**config.mk**
```make
export PLATFORM = sky130hd
export DESIGN_NAME = bitty_fetch_ctrl
export DESIGN_NICKNAME = d
export VERILOG_FILES = /design/src/rtl/bitty_fetch_ctrl.sv
export SDC_FILE = /design/constraint.sdc
export NUM_CORES = 1
export LEC_CHECK = 0
export ABC_CLOCK_PERIOD_IN_PS = 2700
export CORE_MARGIN = 1
export CORE_UTILIZATION = 48
export CTS_CLUSTER_DIAMETER = 80
export DETAILED_ROUTE_END_ITERATION = 12
export HOLD_SLACK_MARGIN = 0.06
export MAX_ROUTING_LAYER = met4
export PLACE_DENSITY_LB_ADDON = 0.1
export SETUP_SLACK_MARGIN = 0.2
export SYNTH_ARGS = -nofsm -noshare
export SYNTH_HDL_FRONTEND = slang
export SYNTH_SLANG_ARGS = --single-unit
```
**constraint.sdc**
```tcl
create_clock -name clk -period 2.7 [get_ports clk]
set_input_delay 0.81 -clock clk [delete_from_list [all_inputs] [get_ports clk]]
set_output_delay 0.81 -clock clk [all_outputs]
set_load 0.01 [all_outputs]
```
**src/rtl/bitty_fetch_ctrl.sv**
```systemverilog
// Instruction sequencer for the bitty core: owns the PC, fetches 16-bit words over a
// request/valid handshake, issues them with a run pulse and supervises completion.
module bitty_fetch_ctrl #(
  parameter int unsigned ADDR_W     = 8,
  parameter int unsigned TIMEOUT    = 16,
  parameter logic [15:0] HALT_INSTR = 16'hFFFF
) (
  input  logic              clk,
  input  logic              reset,
  input  logic              start,
  input  logic [ADDR_W-1:0] start_addr,
  input  logic              stop,
  output logic              mem_req,
  output logic [ADDR_W-1:0] mem_addr,
  input  logic [15:0]       mem_rdata,
  input  logic              mem_rvalid,
  output logic              run,
  output logic [15:0]       d_instr,
  input  logic              done,
  output logic [ADDR_W-1:0] pc,
  output logic              busy,
  output logic              halted,
  output logic              timeout_err,
  output logic [15:0]       instr_count
);

  localparam logic [2:0] ST_IDLE     = 3'd0;
  localparam logic [2:0] ST_FETCH    = 3'd1;
  localparam logic [2:0] ST_WAIT_MEM = 3'd2;
  localparam logic [2:0] ST_ISSUE    = 3'd3;
  localparam logic [2:0] ST_EXEC     = 3'd4;
  localparam logic [2:0] ST_HALT     = 3'd5;
  localparam logic [2:0] ST_ERROR    = 3'd6;

  localparam logic [7:0]        WD_LIMIT = 8'(TIMEOUT - 1);
  localparam logic [ADDR_W-1:0] PC_ONE   = {{(ADDR_W-1){1'b0}}, 1'b1};

  logic [2:0]        state_r, state_nx_s;
  logic [ADDR_W-1:0] pc_r, pc_nx_s;
  logic [ADDR_W-1:0] mem_addr_r, mem_addr_nx_s;
  logic [15:0]       d_instr_r, d_instr_nx_s;
  logic [15:0]       count_r, count_nx_s;
  logic [7:0]        wd_r, wd_nx_s;
  logic              stop_r, stop_nx_s, stop_eff_s, in_flight_s;
  logic              mem_req_r, run_r, busy_r, halted_r, err_r;

  // Next-state, datapath and stop-latch decisions for the sequencer.
  always_comb begin
    state_nx_s   = state_r;
    pc_nx_s      = pc_r;
    d_instr_nx_s = d_instr_r;
    count_nx_s   = count_r;
    wd_nx_s      = wd_r;
    in_flight_s  = (state_r == ST_FETCH) || (state_r == ST_WAIT_MEM) ||
                   (state_r == ST_ISSUE) || (state_r == ST_EXEC);
    // A stop arriving in the deciding cycle itself is honoured, not deferred.
    stop_eff_s   = stop_r | (stop & in_flight_s);

    case (state_r)
      ST_IDLE, ST_HALT: begin
        if (start) begin
          pc_nx_s    = start_addr;
          state_nx_s = ST_FETCH;
        end else begin
          state_nx_s = state_r;
        end
      end
      ST_FETCH: state_nx_s = ST_WAIT_MEM;
      ST_WAIT_MEM: begin
        if (!mem_rvalid) begin
          state_nx_s = ST_WAIT_MEM;
        end else if (stop_eff_s) begin
          state_nx_s = ST_IDLE;
        end else if (mem_rdata == HALT_INSTR) begin
          state_nx_s = ST_HALT;
        end else begin
          d_instr_nx_s = mem_rdata;
          state_nx_s   = ST_ISSUE;
        end
      end
      ST_ISSUE: begin
        wd_nx_s    = 8'd0;
        state_nx_s = ST_EXEC;
      end
      ST_EXEC: begin
        if (done) begin
          pc_nx_s = pc_r + PC_ONE;
          if (count_r != 16'hFFFF) begin
            count_nx_s = count_r + 16'd1;
          end else begin
            count_nx_s = count_r;
          end
          state_nx_s = stop_eff_s ? ST_IDLE : ST_FETCH;
        end else if (wd_r == WD_LIMIT) begin
          state_nx_s = ST_ERROR;
        end else begin
          wd_nx_s = wd_r + 8'd1;
        end
      end
      ST_ERROR: state_nx_s = ST_ERROR;
      default:  state_nx_s = ST_IDLE;
    endcase

    if ((state_nx_s == ST_IDLE) || (state_nx_s == ST_HALT)) begin
      stop_nx_s = 1'b0;
    end else begin
      stop_nx_s = stop_eff_s;
    end

    if (state_nx_s == ST_FETCH) begin
      mem_addr_nx_s = pc_nx_s;
    end else begin
      mem_addr_nx_s = mem_addr_r;
    end
  end

  // State and registered outputs; outputs are decoded from the next state so they align with it.
  always_ff @(posedge clk or negedge reset) begin
    if (!reset) begin
      state_r    <= ST_IDLE;
      pc_r       <= '0;
      mem_addr_r <= '0;
      d_instr_r  <= 16'h0000;
      count_r    <= 16'h0000;
      wd_r       <= 8'd0;
      stop_r     <= 1'b0;
      mem_req_r  <= 1'b0;
      run_r      <= 1'b0;
      busy_r     <= 1'b0;
      halted_r   <= 1'b0;
      err_r      <= 1'b0;
    end else begin
      state_r    <= state_nx_s;
      pc_r       <= pc_nx_s;
      mem_addr_r <= mem_addr_nx_s;
      d_instr_r  <= d_instr_nx_s;
      count_r    <= count_nx_s;
      wd_r       <= wd_nx_s;
      stop_r     <= stop_nx_s;
      mem_req_r  <= (state_nx_s == ST_FETCH);
      run_r      <= (state_nx_s == ST_ISSUE);
      busy_r     <= (state_nx_s == ST_FETCH) || (state_nx_s == ST_WAIT_MEM) ||
                    (state_nx_s == ST_ISSUE) || (state_nx_s == ST_EXEC);
      halted_r   <= (state_nx_s == ST_HALT);
      err_r      <= (state_nx_s == ST_ERROR);
    end
  end

  assign mem_req     = mem_req_r;
  assign mem_addr    = mem_addr_r;
  assign run         = run_r;
  assign d_instr     = d_instr_r;
  assign pc          = pc_r;
  assign busy        = busy_r;
  assign halted      = halted_r;
  assign timeout_err = err_r;
  assign instr_count = count_r;

endmodule

```
==> results.json <==
{
  "crit_buf_inv": 1,
  "root_buffer": "clkbuf_8",
  "drc": 0,
  "setup_viol": 0,
  "slew-limit-headroom_pct": 45.0,
  "grt_setup_unrepaired": "no",
  "p_int_mw": 3.20,
  "crit_path_end_kind": "register",
  "grt.overflow.total": 0,
  "fin_hold_ws_ns": 0.484,
  "dp.cells": 454,
  "grt_pass1_wl_um": 11900,
  "die_area_um2": 6770,
  "slew_viol_final": 0,
  "netSwitchingFraction_pct": 34.8,
  "finalNetCount": 434,
  "ys_ff_latch": 65,
  "dr_wl_met2_um": 3700,
  "synthesis.nets": 301,
  "crit_family": "simple AND/OR/NAND/NOR gates",
  "dpl_worst_slack_ns": -0.337,
  "ys_seq_area_share_pct": 52.6,
  "status": "finished clean",
  "synthFlopType": "dfrtp_1",
  "grt_pass1_vias": 2538,
  "core_area_um2": 6060,
  "final.setup.worst_slack_ns": 0.310,
  "hold_violations": 0,
  "initial_core_util_pct": 51.0,
  "numCtsBuffers": 9,
  "synthCells": 268,
  "met3_wirelength_um": 337,
  "yosysUniqueCellTypes": 51,
  "clock.fmax_mhz": 418,
  "htreeDepth": 3,
  "synth_edf_count": 0,
  "postCtsHoldBufs": 0,
  "path_clk_slew_ns": 0.06,
  "p_seq_share_pct": 32.5,
  "syn-cell-area_um2": 3090,
  "clock_skew_ns": 0.00436,
  "avgViaCountPerCell": 5.45,
  "tightestPinTransition_ns": 0.825,
  "io_buffers": 82,
  "drt-initial-drc-count": 180,
  "path_cells": "or3b_1, or2_4, o221ai_4, and3_4, clkbuf_16, mux2_4",
  "peakVddDrop_mv": 0.713,
  "insertion_delay_ns": 0.34,
  "p_switching_mw": 1.71,
  "fp.dieW_um": 82.3,
  "drive_gt1_share_pct": 24.7,
  "p_leak_nw": 2.08,
  "antenna_found_initial": 0,
  "critPathMaxFanout": 11,
  "worstPathArrival_ns": 2.61,
  "num_antenna_cells": 0,
  "final_cells": 480,
  "period_minus_slack_ns": 2.39,
  "routed.top_layer": "met4",
  "gp_congestion": 0.858,
  "p_total_mw": 4.91,
  "hp-class": "register to register",
  "routedWlPerCell_um": 15.8,
  "cap_violations": 0,
  "clkSinkCount": 65,
  "num_io_pins": 83,
  "fp-row-count": 28,
  "dp_hpwl_um": 5020,
  "die_h_um": 82.3,
  "async_reset_ff_share_pct": 100,
  "wl_met1_um": 3480,
  "p_per_area_nw_per_um2": 1060,
  "yosys_warnings": 0,
  "postRouteAntennaNets": 0,
  "cts_tree": "built",
  "clockBufferDepth": 2,
  "syn_area_per_cell_um2": 11.5,
  "drt_wl_total_um": 7600,
  "path_class": "register to register",
  "grt_max_degree": 66,
  "cp.required_ns": 2.92,
  "cpPeakStageDelay_ns": 0.51,
  "p_comb_share_pct": 53.1,
  "dr_total_vias": 2615,
  "gr-usage-all-layers_pct": 24.4,
  "post-route-period-util_pct": 88.5,
  "drt_first_pass_iters": 5,
  "critPathSlowestCell": "dfrtp_1",
  "syn2layout_area_growth_pct": 50.3,
  "post-route-util_pct": 76.7,
  "pwr-share-clk_pct": 14.3,
  "cp-start-kind": "register"
}
## registers in the layout, indices dropped and copies added, names as in the netlist
| signal | count |
|---|---|
| state_r | 3 |
| d_instr | 16 |
| instr_count | 16 |
| halted | 1 |
| timeout_err | 1 |
| mem_addr | 8 |
| mem_req | 1 |
| wd_r | 8 |
| busy | 1 |
| run | 1 |
| stop_r | 1 |
| pc | 8 |
## kinds of logic (layout without fill, tap and decap cells)
family / after synthesis / count (layout) / synth area share [%]
xor gates and xnor gates: 17 / 17 / 4.82
and+or+nand+nor: 102 / 102 / 18.4
adders and majority gates: 3 / 3 / 1.21
muxes: 27 / 27 / 10.8
AOI/OAI and AO/OA: 43 / 43 / 9.96
buffers and inverters: 11 / 148 / 2.19
DFF: 65 / 65 / 52.6
## area by class of cell
cell class / instances / area (um2)
sequential: 65 / 1630
multi-input combinational: 192 / 1490
fill: 429 / 1410
timing repair buffer: 128 / 1250
clock buffer: 12 / 145
tap: 75 / 93.8
inverter: 5 / 18.8
clock inverter: 3 / 17.5
## synthesized netlist by cell type, drive strengths merged (3+ instances only)
cell | count | area share, %
and4 | 3 | 0.85
a21oi | 14 | 2.3
nand3 | 10 | 1.6
nor4 | 7 | 1.4
a31oi | 4 | 0.81
nor3 | 7 | 1.7
nor2 | 14 | 1.7
o21ai | 7 | 1.1
xnor2 | 15 | 4.2
buf | 4 | 1.3
inv | 5 | 0.61
mux2 | 25 | 10
nor2b | 4 | 0.81
nand3b | 3 | 0.73
nand2b | 6 | 1.2
nand2 | 23 | 2.8
ha | 3 | 1.2
and3 | 4 | 0.81
nand4 | 10 | 2.0
a221o | 4 | 1.3
dfrtp | 65 | 53
## per-stage QoR
step                      cell area, um2  TNS, ns
after floorplan                     3110        0
after global routing                4650        0
final                               4650        0
after global placement              4240    -7.09
after detailed placement            4240    -8.28
after CTS                           4540        0
## timing repair
item	4_1_cts	5_1_grt
resized for setup	23	19
pin swaps	11	10
buffers inserted	7	2
setup endpoints to repair	27	28
gates cloned	1	1
## power by group through the flow
stage	combinational, mW	clock, mW	sequential, mW
6_report	2.61	0.704	1.60
5_1_grt	2.80	0.766	1.65
4_1_cts	2.49	0.721	1.59
3_5_place_dp	2.24	0	1.60
3_3_place_gp	2.21	0	1.60
2_1_floorplan	1.07	0	1.69
## worst reg2reg max path, delay by kind of cell, from the launching register on
kind                   cells  cell delay, ns
and+or+nand+nor            3            1.02
DFF                        1            0.51
muxes                      1            0.30
AOI/OAI and AO/OA          1            0.29
buffers and inverters      1            0.16
## per-layer routing
layer / track usage [%] / vias up
met2: 38.7 / 70
met1: 30.9 / 1280
li1: - / 1255
met5: - / -
met4: 7.72 / 0
met3: 6.04 / 10
## cells in the final DEF, fill, tap and decap left out, drive strengths merged, types with 3 or more instances in the layout
cell           netlist  routed
nand3               10      10
clkdlybuf4s50        0      61
and4                 3       3
nor2                14      14
nor4                 7       7
clkbuf               2      13
dfrtp               65      65
nand2               23      23
a31oi                4       4
and3                 4       4
a221o                4       4
nand4               10      10
nand2b               6       6
ha                   3       3
nand3b               3       3
xnor2               15      15
o21ai                7       7
nor2b                4       4
buf                  4      46
a21oi               14      14
dlymetal6s2s         0       8
mux2                25      25
dlygate4sd2          0      12
nor3                 7       7
inv                  5       5
## worst paths after layout
| check | startpoint | to | cells past startpoint | slack (ns) |
|---|---|---|---|---|
| max in group asynchronous | reset | d_instr[14] | 2 | 1.51 |
| max reg2reg | state_r[0] | d_instr[0] | 6 | 0.31 |
| min reg2reg | mem_addr[2] | mem_addr[2] | 1 | 0.48 |
| min | mem_addr[2] | mem_addr[2] | 1 | 0.48 |
| min in group asynchronous | reset | state_r[0] | 2 | 0.64 |
| max | state_r[0] | d_instr[0] | 6 | 0.31 |
Power figures use the tool's default switching activity.
